## config.mk

```make
export PLATFORM = sky130hd
export DESIGN_NAME = tdpr_rr_arbiter_flat
export DESIGN_NICKNAME = d
export VERILOG_FILES = /design/src/rtl/tdpr_pkg.sv /design/src/rtl/tdpr_rr_arbiter_if.sv /design/src/rtl/tdpr_rr_pick.sv /design/src/rtl/tdpr_rr_arbiter.sv /design/src/flat_wrapper.sv
export SDC_FILE = /design/constraint.sdc
export NUM_CORES = 1
export LEC_CHECK = 0
export CAP_MARGIN = 20
export CORE_AREA = 2 2 87 106
export DETAILED_ROUTE_END_ITERATION = 8
export DIE_AREA = 0 0 89 108
export DONT_BUFFER_PORTS = 1
export GPL_TIMING_DRIVEN = 0
export PLACE_DENSITY = 0.79
export SETUP_SLACK_MARGIN = 0.02
export SYNTH_ARGS = -nofsm -noshare
export SYNTH_HDL_FRONTEND = slang
export SYNTH_SLANG_ARGS = --single-unit
```

## constraint.sdc

```tcl
create_clock -name clk -period 6.5 [get_ports clk]
set_input_delay 1.3 -clock clk [delete_from_list [all_inputs] [get_ports clk]]
set_output_delay 1.3 -clock clk [all_outputs]
set_load 0.02 [all_outputs]
```

## src/rtl/tdpr_pkg.sv

```systemverilog
// Shared definitions for the true-dual-port RAM round-robin arbiter.
// Holds default RAM geometry, port encodings and the read-return tag record.
// Requester indices are stored in IDX_W bits, enough for up to 8 requesters.
package tdpr_pkg;

    localparam int ADDR_SIZE_DEF = 8;
    localparam int DATA_SIZE_DEF = 8;
    localparam int IDX_W         = 3;

    localparam logic PORT_A = 1'b0;
    localparam logic PORT_B = 1'b1;

    // One entry of the read-return pipeline: which requester gets which port's dout.
    typedef struct packed {
        logic             vld;
        logic [IDX_W-1:0] idx;
        logic             port;
    } tag_t;

endpackage

```

## src/rtl/tdpr_rr_arbiter_if.sv

```systemverilog
// Requester-side bundle of the arbiter: request fields in, grant and read return out.
// master = requesters (drive req/req_we/req_addr/req_din), slave = arbiter.
// Per-requester fields are packed flat, requester i at [i*WIDTH +: WIDTH].
interface tdpr_rr_arbiter_if #(
    parameter int NUM_REQ   = 4,
    parameter int ADDR_SIZE = 8,
    parameter int DATA_SIZE = 8
);
    logic [NUM_REQ-1:0]           req;
    logic [NUM_REQ-1:0]           req_we;
    logic [NUM_REQ*ADDR_SIZE-1:0] req_addr;
    logic [NUM_REQ*DATA_SIZE-1:0] req_din;
    logic [NUM_REQ-1:0]           gnt;
    logic [NUM_REQ-1:0]           rd_valid;
    logic [NUM_REQ*DATA_SIZE-1:0] rd_data;

    modport master (
        output req, req_we, req_addr, req_din,
        input  gnt, rd_valid, rd_data
    );

    modport slave (
        input  req, req_we, req_addr, req_din,
        output gnt, rd_valid, rd_data
    );
endinterface

```

## src/rtl/tdpr_rr_pick.sv

```systemverilog
// Rotating find-first-set: first asserted bit of req at or above start, wrapping to bit 0.
// Ports: req (request vector), start (scan origin) -> found, onehot grant, idx of winner.
// Purely combinational; no state, no backpressure.
module tdpr_rr_pick
    import tdpr_pkg::*;
#(
    parameter int N = 4
) (
    input  logic [N-1:0]     req,
    input  logic [IDX_W-1:0] start,
    output logic             found,
    output logic [N-1:0]     onehot,
    output logic [IDX_W-1:0] idx
);

    always_comb begin
        found  = 1'b0;
        idx    = '0;
        onehot = '0;
        // First pass covers start..N-1; second pass only fires if that range was empty,
        // and then necessarily lands below start, which is the wrapped part of the scan.
        for (int i = 0; i < N; i++) begin
            if (!found && req[i] && (IDX_W'(i) >= start)) begin
                found = 1'b1;
                idx   = IDX_W'(i);
            end
        end
        for (int i = 0; i < N; i++) begin
            if (!found && req[i]) begin
                found = 1'b1;
                idx   = IDX_W'(i);
            end
        end
        for (int i = 0; i < N; i++) begin
            onehot[i] = found && (idx == IDX_W'(i));
        end
    end

endmodule

```

## src/rtl/tdpr_rr_arbiter.sv

```systemverilog
// Round-robin arbiter sharing both ports of a true dual-port RAM among NUM_REQ requesters.
// Latency: gnt combinational, RAM controls registered (+1), rd_valid/rd_data at gnt+2.
// Backpressure: a request waits (no gnt) until chosen; a same-address pair with a write defers S.
// Ports: clk/rst, rq (requester bundle), en/we/addr/din/dout per RAM port, collision_cnt.
module tdpr_rr_arbiter
    import tdpr_pkg::*;
#(
    parameter int NUM_REQ   = 4,
    parameter int ADDR_SIZE = ADDR_SIZE_DEF,
    parameter int DATA_SIZE = DATA_SIZE_DEF,
    parameter int CNT_SIZE  = 16
) (
    input  logic                 clk,
    input  logic                 rst,
    tdpr_rr_arbiter_if.slave     rq,
    output logic                 en_a,
    output logic                 we_a,
    output logic [ADDR_SIZE-1:0] addr_a,
    output logic [DATA_SIZE-1:0] din_a,
    input  logic [DATA_SIZE-1:0] dout_a,
    output logic                 en_b,
    output logic                 we_b,
    output logic [ADDR_SIZE-1:0] addr_b,
    output logic [DATA_SIZE-1:0] din_b,
    input  logic [DATA_SIZE-1:0] dout_b,
    output logic [CNT_SIZE-1:0]  collision_cnt
);

    logic [IDX_W-1:0]             ptr, ptr_nxt, s_start, last_idx;
    logic                         p_found, s_found, s_gnt, collide;
    logic [NUM_REQ-1:0]           p_oh, s_oh;
    logic [IDX_W-1:0]             p_idx, s_idx;
    logic                         we_p, we_s;
    logic [ADDR_SIZE-1:0]         addr_p, addr_s;
    logic [DATA_SIZE-1:0]         din_p, din_s;
    tag_t                         tag_a1, tag_a2, tag_b1, tag_b2;
    logic [NUM_REQ-1:0]           rd_valid_c;
    logic [NUM_REQ*DATA_SIZE-1:0] rd_data_c, rd_hold;

    tdpr_rr_pick #(.N(NUM_REQ)) u_pick_p (
        .req    (rq.req),
        .start  (ptr),
        .found  (p_found),
        .onehot (p_oh),
        .idx    (p_idx)
    );

    // Second winner: P removed, scan starts just after P so it never wraps back onto P.
    assign s_start = IDX_W'((int'(p_idx) + 1) % NUM_REQ);

    tdpr_rr_pick #(.N(NUM_REQ)) u_pick_s (
        .req    (rq.req & ~p_oh),
        .start  (s_start),
        .found  (s_found),
        .onehot (s_oh),
        .idx    (s_idx)
    );

    always_comb begin
        we_p   = 1'b0;
        we_s   = 1'b0;
        addr_p = '0;
        addr_s = '0;
        din_p  = '0;
        din_s  = '0;
        for (int i = 0; i < NUM_REQ; i++) begin
            if (p_idx == IDX_W'(i)) begin
                we_p   = rq.req_we[i];
                addr_p = rq.req_addr[i*ADDR_SIZE +: ADDR_SIZE];
                din_p  = rq.req_din[i*DATA_SIZE +: DATA_SIZE];
            end
            if (s_idx == IDX_W'(i)) begin
                we_s   = rq.req_we[i];
                addr_s = rq.req_addr[i*ADDR_SIZE +: ADDR_SIZE];
                din_s  = rq.req_din[i*DATA_SIZE +: DATA_SIZE];
            end
        end
    end

    // Same-address cross-port access is only safe when both sides read.
    assign collide  = p_found && s_found && (addr_p == addr_s) && (we_p || we_s);
    assign s_gnt    = s_found && !collide;
    assign rq.gnt   = (p_found ? p_oh : '0) | (s_gnt ? s_oh : '0);
    assign last_idx = s_gnt ? s_idx : p_idx;
    assign ptr_nxt  = p_found ? IDX_W'((int'(last_idx) + 1) % NUM_REQ) : ptr;

    // Read return: tag stage 2 lines up with the cycle the RAM presents dout.
    // rd_data is transparent on a hit and otherwise replays the held value.
    always_comb begin
        rd_valid_c = '0;
        rd_data_c  = rd_hold;
        for (int i = 0; i < NUM_REQ; i++) begin
            if (tag_a2.vld && tag_a2.idx == IDX_W'(i)) begin
                rd_valid_c[i]                     = 1'b1;
                rd_data_c[i*DATA_SIZE +: DATA_SIZE] = (tag_a2.port == PORT_A) ? dout_a : dout_b;
            end
            if (tag_b2.vld && tag_b2.idx == IDX_W'(i)) begin
                rd_valid_c[i]                     = 1'b1;
                rd_data_c[i*DATA_SIZE +: DATA_SIZE] = (tag_b2.port == PORT_A) ? dout_a : dout_b;
            end
        end
    end

    assign rq.rd_valid = rd_valid_c;
    assign rq.rd_data  = rd_data_c;

    always_ff @(posedge clk or posedge rst) begin
        if (rst) begin
            ptr           <= '0;
            en_a          <= 1'b0;
            we_a          <= 1'b0;
            addr_a        <= '0;
            din_a         <= '0;
            en_b          <= 1'b0;
            we_b          <= 1'b0;
            addr_b        <= '0;
            din_b         <= '0;
            tag_a1        <= '0;
            tag_a2        <= '0;
            tag_b1        <= '0;
            tag_b2        <= '0;
            collision_cnt <= '0;
            rd_hold       <= '0;
        end else begin
            ptr  <= ptr_nxt;
            en_a <= p_found;
            we_a <= p_found & we_p;
            if (p_found) begin
                addr_a <= addr_p;
                din_a  <= din_p;
            end
            en_b <= s_gnt;
            we_b <= s_gnt & we_s;
            if (s_gnt) begin
                addr_b <= addr_s;
                din_b  <= din_s;
            end
            tag_a1 <= '{vld: p_found & ~we_p, idx: p_idx, port: PORT_A};
            tag_b1 <= '{vld: s_gnt & ~we_s, idx: s_idx, port: PORT_B};
            tag_a2 <= tag_a1;
            tag_b2 <= tag_b1;
            if (collide && collision_cnt != '1) begin
                collision_cnt <= collision_cnt + CNT_SIZE'(1);
            end
            rd_hold <= rd_data_c;
        end
    end

endmodule

```

## src/flat_wrapper.sv

```systemverilog
// flat-port wrapper written by rule: the top's interface ports become plain ports
module tdpr_rr_arbiter_flat import tdpr_pkg::*;
#(
    parameter int NUM_REQ   = 4,
    parameter int ADDR_SIZE = ADDR_SIZE_DEF,
    parameter int DATA_SIZE = DATA_SIZE_DEF,
    parameter int CNT_SIZE  = 16
)
  (clk, rst, en_a, we_a, addr_a, din_a, dout_a, en_b, we_b, addr_b, din_b, dout_b, collision_cnt, rq_req, rq_req_we, rq_req_addr, rq_req_din, rq_gnt, rq_rd_valid, rq_rd_data);
  tdpr_rr_arbiter_if #(.NUM_REQ(NUM_REQ), .ADDR_SIZE(ADDR_SIZE), .DATA_SIZE(DATA_SIZE)) rq_i ();
  input  logic clk;
  input  logic rst;
  output logic en_a;
  output logic we_a;
  output logic [ADDR_SIZE-1:0] addr_a;
  output logic [DATA_SIZE-1:0] din_a;
  input  logic [DATA_SIZE-1:0] dout_a;
  output logic en_b;
  output logic we_b;
  output logic [ADDR_SIZE-1:0] addr_b;
  output logic [DATA_SIZE-1:0] din_b;
  input  logic [DATA_SIZE-1:0] dout_b;
  output logic [CNT_SIZE-1:0] collision_cnt;
  input wire logic [$bits(rq_i.req)-1:0] rq_req;
  input wire logic [$bits(rq_i.req_we)-1:0] rq_req_we;
  input wire logic [$bits(rq_i.req_addr)-1:0] rq_req_addr;
  input wire logic [$bits(rq_i.req_din)-1:0] rq_req_din;
  output wire logic [$bits(rq_i.gnt)-1:0] rq_gnt;
  output wire logic [$bits(rq_i.rd_valid)-1:0] rq_rd_valid;
  output wire logic [$bits(rq_i.rd_data)-1:0] rq_rd_data;
  assign rq_i.req = rq_req;
  assign rq_i.req_we = rq_req_we;
  assign rq_i.req_addr = rq_req_addr;
  assign rq_i.req_din = rq_req_din;
  assign rq_gnt = rq_i.gnt;
  assign rq_rd_valid = rq_i.rd_valid;
  assign rq_rd_data = rq_i.rd_data;
  tdpr_rr_arbiter #(.NUM_REQ(NUM_REQ), .ADDR_SIZE(ADDR_SIZE), .DATA_SIZE(DATA_SIZE), .CNT_SIZE(CNT_SIZE)) u_core (.clk(clk), .rst(rst), .rq(rq_i), .en_a(en_a), .we_a(we_a), .addr_a(addr_a), .din_a(din_a), .dout_a(dout_a), .en_b(en_b), .we_b(we_b), .addr_b(addr_b), .din_b(din_b), .dout_b(dout_b), .collision_cnt(collision_cnt));
endmodule
```

==> qor.yml <==
outcome: "finished, final reports clean"
drt_iter0_drc: 335
fillers: 693
tightestPinTransition_ns: 0.872
grt_max_degree: 67
max_freq_mhz: 158
wl_microns: 15900
synth_top_cell_by_area: "dfrtp_1"
yosys-top-cells-area: "dfrtp_1 (46%), a21oi_1 (6.8%), nand2_1 (4.2%), o22ai_1 (4.0%), xnor2_1 (2.6%)"
hp-class: "reg -> reg"
clk_latency_ns: 0.36
cts_tree: "yes"
synthMuxAreaShare_pct: 6.73
die_y_microns: 108
netlist.area_leader.share_pct: 46.2
ys.warnings.count: 0
layout_setup_ws_ns: 0.185
grt-ovfl-total: 0
fin_nets: 679
synth-main-ff-cell: "dfrtp_1"
antenna_found_initial: 0
dp.cells: 685
vias_per_cell: 6.72
pin_count: 182
syn_inst: 567
avgSynthCellArea_sq_um: 9.55
endpoint_kind: "output port"
fin_crit_ns: 6.32
vias: 4736
hpwl_microns: 11800
p_comb_share_pct: 53.7
core_sq_um: 8520
synthMostInstantiatedCell: "dfrtp_1"
synth_compound_area_share_pct: 20.3
r2r_slack_ns: 2.09
required_ns: 5.20
r2r-start: "u_core.ptr[1]$_DFFE_PP0N_"
stdcell_count: 705
startpoint: "rq_req[0]"
synthXorXnorAreaFrac_pct: 3.40
clock_sinks: 100
ant_nets: 0
r2r-end: "u_core.collision_cnt[15]$_DFFE_PP0P_"
yosys-top-cells-count: "dfrtp_1 (100), a21oi_1 (74), nand2_1 (61)"
worstPathMaxFanout: 10
cts.reportedPaths.clkPinSlew_ns: 0.11
track_usage_pct: 32.6
drt_first_pass_iters: 4
yosys.area_share.simple_pct: 18.2
ys_seq_elements: 100
ys_seq_area_share_pct: 46.2
drt-wirelength-per-cell_microns: 22.5
endpoint: "rq_gnt[3]"
cap_violations: 0
critPathArrivalTime_ns: 5.02
rows: 37
die_area_sq_um: 9610
h-tree-depth: 3
power_leakage_nw: 2.49
synth_top_family_by_area: "compound AO/OA/AOI/OAI gates"
antenna_cells: 0
cts_root_buffer: "clkbuf_8"
finalSetupViolations: 0
netlist_area_sq_um: 5410
dieWidth_microns: 89
start_util_pct: 63.5
ys_async_sr_fraction_pct: 100
vdd_drop_max_mv: 0.338
finalClockSkew_ns: 0.0165
area_delta_synth_final_pct: 8.55
p_clk_share_pct: 12.0
grt_pass1_wl_microns: 24200
place_ws_ns: -0.542
start_kind: "input pin"
drc: 0
switching_share_pct: 51.2
powerDensity_nw_per_um2: 580
grt_pass1_vias: 4811
cts_buffer_depth: 2
cts_made_buffers: 9
hold_buffers: 0
intPower_mw: 1.67
synth_edf_count: 0
io_buffers: 0
max_slew_margin_pct: 40.2
p_seq_share_pct: 34.3
syn-num-nets: 663
synth_fa_ha_area_share_pct: 1.39
gp_congestion: 1.02
maxSlewViolCount: 0
power.switching_mw: 1.74
netlist-cell-type-count: 64
critPathKind: "in -> out"
whs_ns: 0.350
hold_viol_final: 0
drive_above_1_share_pct: 11.9
fin_crit_sh_pct: 97.2
rr_worst_depth: 18
layer usage:
layer | routed length (microns) | vias to the layer above | track usage, %
met3 | 1970 | 31 | 9.92
met2 | 7830 | 339 | 54.9
met5 | 0 | - | 0
met1 | 5780 | 2264 | 39.5
met4 | 284 | 0 | 11.2
li1 | - | 2102 | -
critical path: stages:
cell      delay [ns]
inv_1           0.03
nor2_1          0.12
nor2_1          0.07
o22ai_2         0.22
inv_1           0.17
ha_1            0.20
buf_2           0.18
nand2b_1        0.20
o22ai_2         0.27
o21ai_4         0.14
inv_4           0.15
mux4_2          0.53
xor2_1          0.19
nand3_1         0.14
nor4_4          0.39
nor2_4          0.14
buf_6           0.19
a32o_1          0.35
worst min path at each step:
stage,startpoint,to,slack (ns),cells after the start
after global routing,u_core.tag_b1[0]$_DFF_PP0_,u_core.tag_b2[0]$_DFF_PP0_,0.36,0
after CTS,u_core.tag_b1[0]$_DFF_PP0_,u_core.tag_b2[0]$_DFF_PP0_,0.35,0
after floorplan,u_core.tag_a1[1]$_DFF_PP0_,u_core.tag_a2[1]$_DFF_PP0_,0.33,0
after detailed placement,u_core.tag_a1[4]$_DFF_PP0_,u_core.tag_a2[4]$_DFF_PP0_,0.33,0
final,u_core.tag_a1[1]$_DFF_PP0_,u_core.tag_a2[1]$_DFF_PP0_,0.35,0
after global placement,u_core.tag_b1[0]$_DFF_PP0_,u_core.tag_b2[0]$_DFF_PP0_,0.33,0
logic make-up (layout without fill, tap and decap cells):
| group | Yosys count | in the layout |
|---|---|---|
| multiplexers | 30 | 30 |
| buffers and inverters | 48 | 69 |
| adder cells (fa/ha/maj) | 6 | 6 |
| AND/OR/NAND/NOR | 185 | 185 |
| other | 1 | 1 |
| AO/OA/AOI/OAI | 176 | 176 |
| XOR/XNOR | 21 | 21 |
| flip-flops | 100 | 100 |
repair_timing:
action	CTS	global route
cloned	0	0
setup endpoints to repair	4	4
hold endpoints to repair	0	0
setup buffers	2	2
gates resized for setup	2	12
pin swaps	1	0
power by group through the flow:
stage | clock network [mW] | registers [mW] | logic [mW]
after floorplan | 0 | 1.12 | 1.41
after global placement | 0 | 1.17 | 1.70
after detailed placement | 0 | 1.18 | 1.75
after CTS | 0.417 | 1.17 | 1.77
after global routing | 0.449 | 1.20 | 1.97
final | 0.408 | 1.17 | 1.83
cell usage in the layout (no fill, tap or decap), types with 14 or more instances in the layout:
cell type,netlist,layout
a21oi_1,74,73
nor2_1,30,30
nand2_1,61,60
dfrtp_1,100,100
o22ai_1,35,34
xnor2_1,16,16
inv_1,17,16
nand3_1,14,14
clkbuf_1,22,21
o21ai_0,16,16
area by class of cell:
cell class | instances | area [sq um] | share of cell area [%]
multi-input cells | 419 | 2760 | 46.9
flip-flops and latches | 100 | 2500 | 42.6
inverters | 19 | 76.3 | 1.30
clock inverters | 6 | 78.8 | 1.34
plain buffers | 29 | 129 | 2.19
clock buffers | 10 | 128 | 2.17
repair buffers | 5 | 57.6 | 0.980
well taps | 117 | 146 | 2.49
through the flow:
step | area, sq um | total power [mW] | TNS [ns] | utilization (%)
3_3_place_gp | 5560 | 2.87 | -1.47 | 65.3
3_5_place_dp | 5590 | 2.93 | -1.78 | 65.6
2_1_floorplan | 5410 | 2.53 | 0 | -
5_1_grt | 5880 | 3.62 | -0.00574 | 69.0
4_1_cts | 5820 | 3.36 | 0 | 68.3
6_report | 5880 | 3.41 | 0 | 69.0
sequential cells by signal (all words and copies together) (netlist names):
signal                count
u_core.en_b               1
u_core.we_b               1
u_core.addr_b             8
u_core.din_a              8
u_core.tag_a2             3
u_core.tag_b1             4
u_core.tag_b2             4
u_core.rd_hold           32
u_core.addr_a             8
u_core.ptr                2
u_core.collision_cnt     16
u_core.we_a               1
u_core.din_b              8
u_core.en_a               1
u_core.tag_a1             3
No activity file was read; power rests on OpenSTA's default activity.
